`src/rtl/rv32_pkg.sv`:
```
// Shared RV32 memory-stage definitions: funct3 access encodings, FSM states and size decode.
package rv32_pkg;

  localparam int unsigned XLEN = 32;

  localparam logic [2:0] F3_B  = 3'b000;
  localparam logic [2:0] F3_H  = 3'b001;
  localparam logic [2:0] F3_W  = 3'b010;
  localparam logic [2:0] F3_BU = 3'b100;
  localparam logic [2:0] F3_HU = 3'b101;

  typedef enum logic {
    IDLE = 1'b0,
    BUSY = 1'b1
  } state_e;

  typedef enum logic [1:0] {
    SZ_B = 2'd0,
    SZ_H = 2'd1,
    SZ_W = 2'd2
  } size_e;

  // Unlisted encodings (011/110/111) fall through to a full-word access
  function automatic size_e f3_size(input logic [2:0] f3);
    case (f3)
      F3_B, F3_BU: return SZ_B;
      F3_H, F3_HU: return SZ_H;
      default:     return SZ_W;
    endcase
  endfunction

endpackage

```
`src/rtl/mem_access_if.sv`:
```
// Data-memory req/ack bus between the memory stage (master) and the memory (slave).
interface mem_access_if
  import rv32_pkg::*;
#(
  parameter int unsigned ADDR_W = 32
);
  logic              req;
  logic              we;
  logic [ADDR_W-1:0] addr;
  logic [3:0]        wmask;
  logic [XLEN-1:0]   wdata;
  logic              ack;
  logic [XLEN-1:0]   rdata;

  modport master (output req, we, addr, wmask, wdata, input ack, rdata);
  modport slave  (input req, we, addr, wmask, wdata, output ack, rdata);
endinterface

```
`src/rtl/mem_align.sv`:
```
// Combinational store lane/mask generator and load byte/half extractor with sign/zero extension.
module mem_align
  import rv32_pkg::*;
(
  input  logic [2:0]      st_funct3,
  input  logic [1:0]      st_off,
  input  logic [XLEN-1:0] st_data,
  output logic [3:0]      st_wmask,
  output logic [XLEN-1:0] st_wdata,
  input  logic [2:0]      ld_funct3,
  input  logic [1:0]      ld_off,
  input  logic [XLEN-1:0] ld_word,
  output logic [XLEN-1:0] ld_data
);
  logic [7:0]  ld_byte;
  logic [15:0] ld_half;
  logic        ld_signed;

  // Store data is replicated across lanes so the mask alone picks the bytes
  always_comb begin
    st_wmask = 4'b1111;
    st_wdata = st_data;
    case (f3_size(st_funct3))
      SZ_B: begin
        st_wmask = 4'b0001 << st_off;
        st_wdata = {4{st_data[7:0]}};
      end
      SZ_H: begin
        st_wmask = 4'b0011 << {st_off[1], 1'b0};
        st_wdata = {2{st_data[15:0]}};
      end
      default: ;
    endcase
  end

  always_comb begin
    ld_byte   = ld_word[{ld_off, 3'b000} +: 8];
    ld_half   = ld_word[{ld_off[1], 4'b0000} +: 16];
    ld_signed = ~ld_funct3[2];
    ld_data   = ld_word;
    case (f3_size(ld_funct3))
      SZ_B:    ld_data = {{24{ld_signed & ld_byte[7]}}, ld_byte};
      SZ_H:    ld_data = {{16{ld_signed & ld_half[15]}}, ld_half};
      default: ;
    endcase
  end

endmodule

```
`src/rtl/mem_access.sv`:
```
// RV32I memory stage: issues req/ack data-memory transactions and formats writeback data.
// Define MEM_MISALIGN_TRAP_EN to trap misaligned H/W accesses instead of issuing them.
module mem_access
  import rv32_pkg::*;
#(
  parameter int unsigned ADDR_W = 32
)(
  input  logic            clk,
  input  logic            clr_n,
  input  logic            in_valid,
  input  logic            is_load,
  input  logic            is_store,
  input  logic [2:0]      funct3,
  input  logic [XLEN-1:0] alu,
  input  logic [XLEN-1:0] rd2,
  input  logic [4:0]      rad,
  output logic            stall,
  mem_access_if.master    dmem,
  output logic            out_valid,
  output logic [4:0]      out_rad,
  output logic [XLEN-1:0] out_rdd,
  output logic            out_trap
);
  state_e          state_q, state_d;
  logic            is_mem, misalign, accept, start, done;
  logic [2:0]      f3_q;
  logic [1:0]      off_q;
  logic [4:0]      rad_q;
  logic [3:0]      st_wmask;
  logic [XLEN-1:0] st_wdata, ld_data;

  assign is_mem = is_load | is_store;

`ifdef MEM_MISALIGN_TRAP_EN
  always_comb begin
    misalign = 1'b0;
    if (is_mem) begin
      case (f3_size(funct3))
        SZ_H:    misalign = alu[0];
        SZ_W:    misalign = |alu[1:0];
        default: misalign = 1'b0;
      endcase
    end
  end
`else
  assign misalign = 1'b0;
`endif

  mem_align u_align (
    .st_funct3 (funct3),
    .st_off    (alu[1:0]),
    .st_data   (rd2),
    .st_wmask  (st_wmask),
    .st_wdata  (st_wdata),
    .ld_funct3 (f3_q),
    .ld_off    (off_q),
    .ld_word   (dmem.rdata),
    .ld_data   (ld_data)
  );

  // Next state plus the combinational stall seen by the upstream stage
  always_comb begin
    state_d = state_q;
    accept  = 1'b0;
    start   = 1'b0;
    done    = 1'b0;
    stall   = 1'b0;
    case (state_q)
      IDLE: begin
        if (in_valid) begin
          accept = 1'b1;
          if (is_mem && !misalign) begin
            start   = 1'b1;
            stall   = 1'b1;
            state_d = BUSY;
          end
        end
      end
      BUSY: begin
        stall = 1'b1;
        if (dmem.ack) begin
          done    = 1'b1;
          state_d = IDLE;
        end
      end
      default: state_d = IDLE;
    endcase
  end

  always_ff @(posedge clk or negedge clr_n) begin
    if (!clr_n) state_q <= IDLE;
    else        state_q <= state_d;
  end

  // Bus request fields stay frozen from issue until ack
  always_ff @(posedge clk or negedge clr_n) begin
    if (!clr_n) begin
      dmem.req   <= 1'b0;
      dmem.we    <= 1'b0;
      dmem.addr  <= '0;
      dmem.wmask <= '0;
      dmem.wdata <= '0;
      f3_q       <= '0;
      off_q      <= '0;
      rad_q      <= '0;
      out_valid  <= 1'b0;
      out_rad    <= '0;
      out_rdd    <= '0;
      out_trap   <= 1'b0;
    end else begin
      out_valid <= 1'b0;
      out_trap  <= 1'b0;
      if (start) begin
        dmem.req   <= 1'b1;
        dmem.we    <= is_store;
        dmem.addr  <= {alu[ADDR_W-1:2], 2'b00};
        dmem.wmask <= is_store ? st_wmask : 4'b0000;
        dmem.wdata <= st_wdata;
        f3_q       <= funct3;
        off_q      <= alu[1:0];
        rad_q      <= rad;
      end else if (accept) begin
        out_valid <= 1'b1;
        out_rdd   <= alu;
        out_rad   <= misalign ? 5'd0 : rad;
        out_trap  <= misalign;
      end
      if (done) begin
        dmem.req  <= 1'b0;
        out_valid <= 1'b1;
        out_rdd   <= dmem.we ? '0 : ld_data;
        out_rad   <= dmem.we ? 5'd0 : rad_q;
      end
    end
  end

endmodule

```
`src/flat_wrapper.sv`:
```
// flat-port wrapper written by rule: the top's interface ports become plain ports
module mem_access_flat import rv32_pkg::*;
#(
  parameter int unsigned ADDR_W = 32
)
  (clk, clr_n, in_valid, is_load, is_store, funct3, alu, rd2, rad, stall, out_valid, out_rad, out_rdd, out_trap, dmem_req, dmem_we, dmem_addr, dmem_wmask, dmem_wdata, dmem_ack, dmem_rdata);
  mem_access_if #(.ADDR_W(ADDR_W)) dmem_i ();
  input  logic clk;
  input  logic clr_n;
  input  logic in_valid;
  input  logic is_load;
  input  logic is_store;
  input  logic [2:0] funct3;
  input  logic [XLEN-1:0] alu;
  input  logic [XLEN-1:0] rd2;
  input  logic [4:0] rad;
  output logic stall;
  output logic out_valid;
  output logic [4:0] out_rad;
  output logic [XLEN-1:0] out_rdd;
  output logic out_trap;
  output wire logic [$bits(dmem_i.req)-1:0] dmem_req;
  output wire logic [$bits(dmem_i.we)-1:0] dmem_we;
  output wire logic [$bits(dmem_i.addr)-1:0] dmem_addr;
  output wire logic [$bits(dmem_i.wmask)-1:0] dmem_wmask;
  output wire logic [$bits(dmem_i.wdata)-1:0] dmem_wdata;
  input wire logic [$bits(dmem_i.ack)-1:0] dmem_ack;
  input wire logic [$bits(dmem_i.rdata)-1:0] dmem_rdata;
  assign dmem_req = dmem_i.req;
  assign dmem_we = dmem_i.we;
  assign dmem_addr = dmem_i.addr;
  assign dmem_wmask = dmem_i.wmask;
  assign dmem_wdata = dmem_i.wdata;
  assign dmem_i.ack = dmem_ack;
  assign dmem_i.rdata = dmem_rdata;
  mem_access #(.ADDR_W(ADDR_W)) u_core (.clk(clk), .clr_n(clr_n), .in_valid(in_valid), .is_load(is_load), .is_store(is_store), .funct3(funct3), .alu(alu), .rd2(rd2), .rad(rad), .stall(stall), .dmem(dmem_i), .out_valid(out_valid), .out_rad(out_rad), .out_rdd(out_rdd), .out_trap(out_trap));
endmodule
```
`config.mk`:
```
export PLATFORM = sky130hd
export DESIGN_NAME = mem_access_flat
export DESIGN_NICKNAME = d
export VERILOG_FILES = /design/src/rtl/rv32_pkg.sv /design/src/rtl/mem_access_if.sv /design/src/rtl/mem_align.sv /design/src/rtl/mem_access.sv /design/src/flat_wrapper.sv
export SDC_FILE = /design/constraint.sdc
export NUM_CORES = 1
export LEC_CHECK = 0
export CAP_MARGIN = 20
export CORE_MARGIN = 10
export CORE_UTILIZATION = 46
export CTS_CLUSTER_SIZE = 16
export DETAILED_ROUTE_END_ITERATION = 6
export GPL_TIMING_DRIVEN = 0
export PLACE_DENSITY = 0.81
export SYNTH_ARGS = -nofsm -noshare
export SYNTH_HDL_FRONTEND = slang
export SYNTH_HIERARCHICAL = 1
export SYNTH_SLANG_ARGS = --single-unit
```
`constraint.sdc`:
```
create_clock -name clk -period 2.1 [get_ports clk]
set_input_delay 0.21 -clock clk [delete_from_list [all_inputs] [get_ports clk]]
set_output_delay 0.21 -clock clk [all_outputs]
set_load 0.005 [all_outputs]
```
==> key figures <==
Run status
  – Status: finished clean

Floorplanning
  – FP Rows: 42
  – Chip Height: roughly 140 um
  – Die Area: between 0.015 and 0.02 sq mm
  – I/O pin count: 220
  – Die Wd: 137 um
  – Core area: 0.0133 sq mm
  – Starting density of the core: 0.472

Setup path
  – CP Capture Type: output pin
  – Worst-path maximum fanout: 13
  – Worst Setup Start Kind: register
  – Arrival time at the worst endpoint: ~1.7 ns
  – Kind of critical path: reg -> out
  – Critical Path RT: 1.89 ns

Final layout
  – Commonest non-fill, non-tap cell in the layout: clkdlybuf4s50_1
  – Multi-input gate area in the final layout: 0.00290 sq mm
  – Final Util: 0.703
  – Area Overhead vs Synth: 48.9%
  – Most frequent cells in the layout: 215 x clkdlybuf4s50_1, 116 x dfrtp_1, 68 x mux2_1
  – Nets: 916
  – Register area: 0.00293 sq mm
  – Fill count: 1009
  – Layout cells sized above 1: 0.125
  – N_diodes: 0

Route
  – Routed len/inst: 21.2 um
  – DR iter-0 viols: about 420
  – Antenna Nets Post-Route: 0
  – TritonRoute pass-1 iters: 5
  – Residual DRC: 0
  – Vias: 5366
  – Vias/cell: between 5 and 6
  – Post-Route WL: 21100 um

Timing
  – Hold Vio Cnt, Final: 0
  – Worst slew margin: 0.651
  – Fmax: 0.519 GHz
  – Final Setup Violations: 0
  – Fin. max-slew vios: 0
  – Final worst setup slack: 0.173 ns
  – Final min period: ~1.9 ns
  – Fin crit share: 0.918
  – Worst Max-Slew Pin Slew: 0.524 ns
  – RSZ-0062 raised after global routing: no
  – Clk_skew: between 0.009 and 0.01 ns
  – Min Hold Slack: 0.323 ns

Logic synthesis
  – Yosys warns: 6
  – Yosys reg bits: approximately 120
  – Post-Synthesis Cells: 568
  – Number of synthesized flops with an enable pin: 0
  – Sequential area share after synthesis: 0.466
  – Cell Area, Synth: 0.00628 sq mm
  – Synthesized area per cell: 11.1 sq um
  – Netlist cell types: 40
  – Yosys top cell by area: dfrtp_1
  – Top cell type's share of synthesized area: 0.466
  – Asr flop ratio synth: 1.00
  – Top FF cell, synth: dfrtp_1
  – Area contributors post-synth: dfrtp_1 47%, mux2_1 12%, mux2i_1 7.7%, and4b_1 5.9%, a21oi_1 3.9%

Global route
  – Congestion Overflow GR: 0
  – Initial antenna violation count: 0
  – Vias in the first global route: 5762
  – Largest net degree at the start of global routing: 66
  – First-pass GRT wire length: 32000 um
  – Global Route Usage Sum: 0.223

Power and ir drop
  – Sw Ratio: 0.303
  – VDD IR-drop max: ~0.63 mV
  – Psw: 3.31 mW
  – PD cells: 1170 mW/mm^2
  – P_int: 7.61 mW
  – Power share of the combinational group: 0.386
  – Clock Power Share: 0.288
  – Cell leakage power: about 4.3 nW
  – Seq pwr share: 0.326

Clock network
  – Total CTS buffers: 17
  – Post-CTS Setup Bufs: 0
  – Clk slew on worst S/H paths: 0.06 ns
  – H-tree depth: 4
  – CTS tree: yes
  – Worst-Skew Late Latency: 0.42 ns
  – CTS Buffer Depth: 2
  – Root Driver: clkbuf_16
  – Clk sinks: 117

Job
  – Number of max-cap violations: 0

Place
  – Pre-CTS WS: -0.00932 ns
  – Detailed placer's ending HPWL: ~16000 um
  – Port buffer count: 216
  – RD Place Congestion: around 0.87

Min path
  – Hold Path Class: in -> async
[cell families after synthesis]
logic type             Yosys count  synth area share
and+or+nand+nor                127             0.127
muxes                          137             0.236
other                            1          0.000597
buffers and inverters           92            0.0729
DFF                            117             0.466
AOI/OAI and AO/OA               94            0.0971
[critical path: stages, from the launching register on]
cell             delay [ns]
dfrtp_1                0.60
a21o_1                 0.18
clkdlybuf4s50_1        0.51
[power by group through the flow]
| stage | combinational (mW) | clock (mW) | sequential (mW) |
|---|---|---|---|
| 6_report | 4.22 | 3.15 | 3.55 |
| 3_5_place_dp | 4.21 | 0 | 3.58 |
| 4_1_cts | 4.25 | 3.20 | 3.55 |
| 5_1_grt | 4.56 | 3.31 | 3.66 |
| 2_1_floorplan | 1.76 | 0 | 3.58 |
| 3_3_place_gp | 4.10 | 0 | 3.51 |
[synth_stat cells, types with 2 or more instances]
| master | count |
|---|---|
| a21o_1 | 5 |
| a21oi_1 | 49 |
| a221o_1 | 6 |
| a22o_1 | 4 |
| a2bb2oi_1 | 3 |
| and2_1 | 4 |
| and4b_1 | 37 |
| buf_2 | 14 |
| buf_4 | 19 |
| buf_6 | 3 |
| clkbuf_1 | 14 |
| dfrtp_1 | 117 |
| inv_1 | 41 |
| mux2_1 | 68 |
| mux2_2 | 21 |
| mux2i_1 | 48 |
| nand2_1 | 57 |
| nand2_2 | 2 |
| nand2b_1 | 5 |
| nor2_1 | 7 |
| nor2b_1 | 9 |
| o21ai_0 | 8 |
| o21ai_1 | 4 |
| o21bai_1 | 5 |
| o22a_1 | 3 |
[worst paths after layout]
check,start,end,slack [ns],cells after the start
max,u_core/state_q,stall,0.17,2
min,clr_n,u_core/out_rdd[27],0.32,2
max reg2reg,u_core/off_q[0],u_core/out_rdd[29],0.17,8
min reg2reg,u_core/rad_q[4],u_core/rad_q[4],0.49,1
max in group asynchronous,clr_n,u_core/off_q[1],1.05,3
min in group clk,alu[14],u_core/dmem.addr[14],0.42,2
[layer usage]
layer	wire [um]	global-route usage
met5	0	0
met4	479	0.0808
met3	2390	0.0931
met2	10200	0.376
met1	8070	0.248
[layout make-up]
cell class	count	area share
sequential	117	0.313
multi-input combinational	361	0.310
timing repair buffer	218	0.235
clock buffer	21	0.0503
buffer	50	0.0324
tap	176	0.0236
clock inverter	11	0.0185
inverter	41	0.0165
[state kept, by name (all words and copies together) (netlist names)]
signal,cells
u_core/off_q,2
u_core/dmem.wmask,4
u_core/rad_q,5
u_core/out_valid,1
u_core/f3_q,3
u_core/out_rad,5
u_core/dmem.wdata,32
u_core/dmem.we,1
u_core/dmem.req,1
u_core/dmem.addr,30
u_core/state_q,1
u_core/out_rdd,32
[stage by stage]
step / area (sq um) / total power, mW / TNS [ns] / instances
floorplan: 6290 / 5.33 / 0 / 570
global placement: 8670 / 7.61 / -422.63 / 962
detailed placement: 8700 / 7.79 / -0.00932 / 963
CTS: 9350 / 11.0 / 0 / 996
global route: 9350 / 11.5 / 0 / 995
finish: 9350 / 10.9 / 0 / 995
[what timing repair did]
action	in CTS	in global routing
setup endpoints to repair	0	3
hold endpoints to repair	52	0
hold buffers	1	0
resized for setup	0	2
Power figures use the tool's default switching activity.
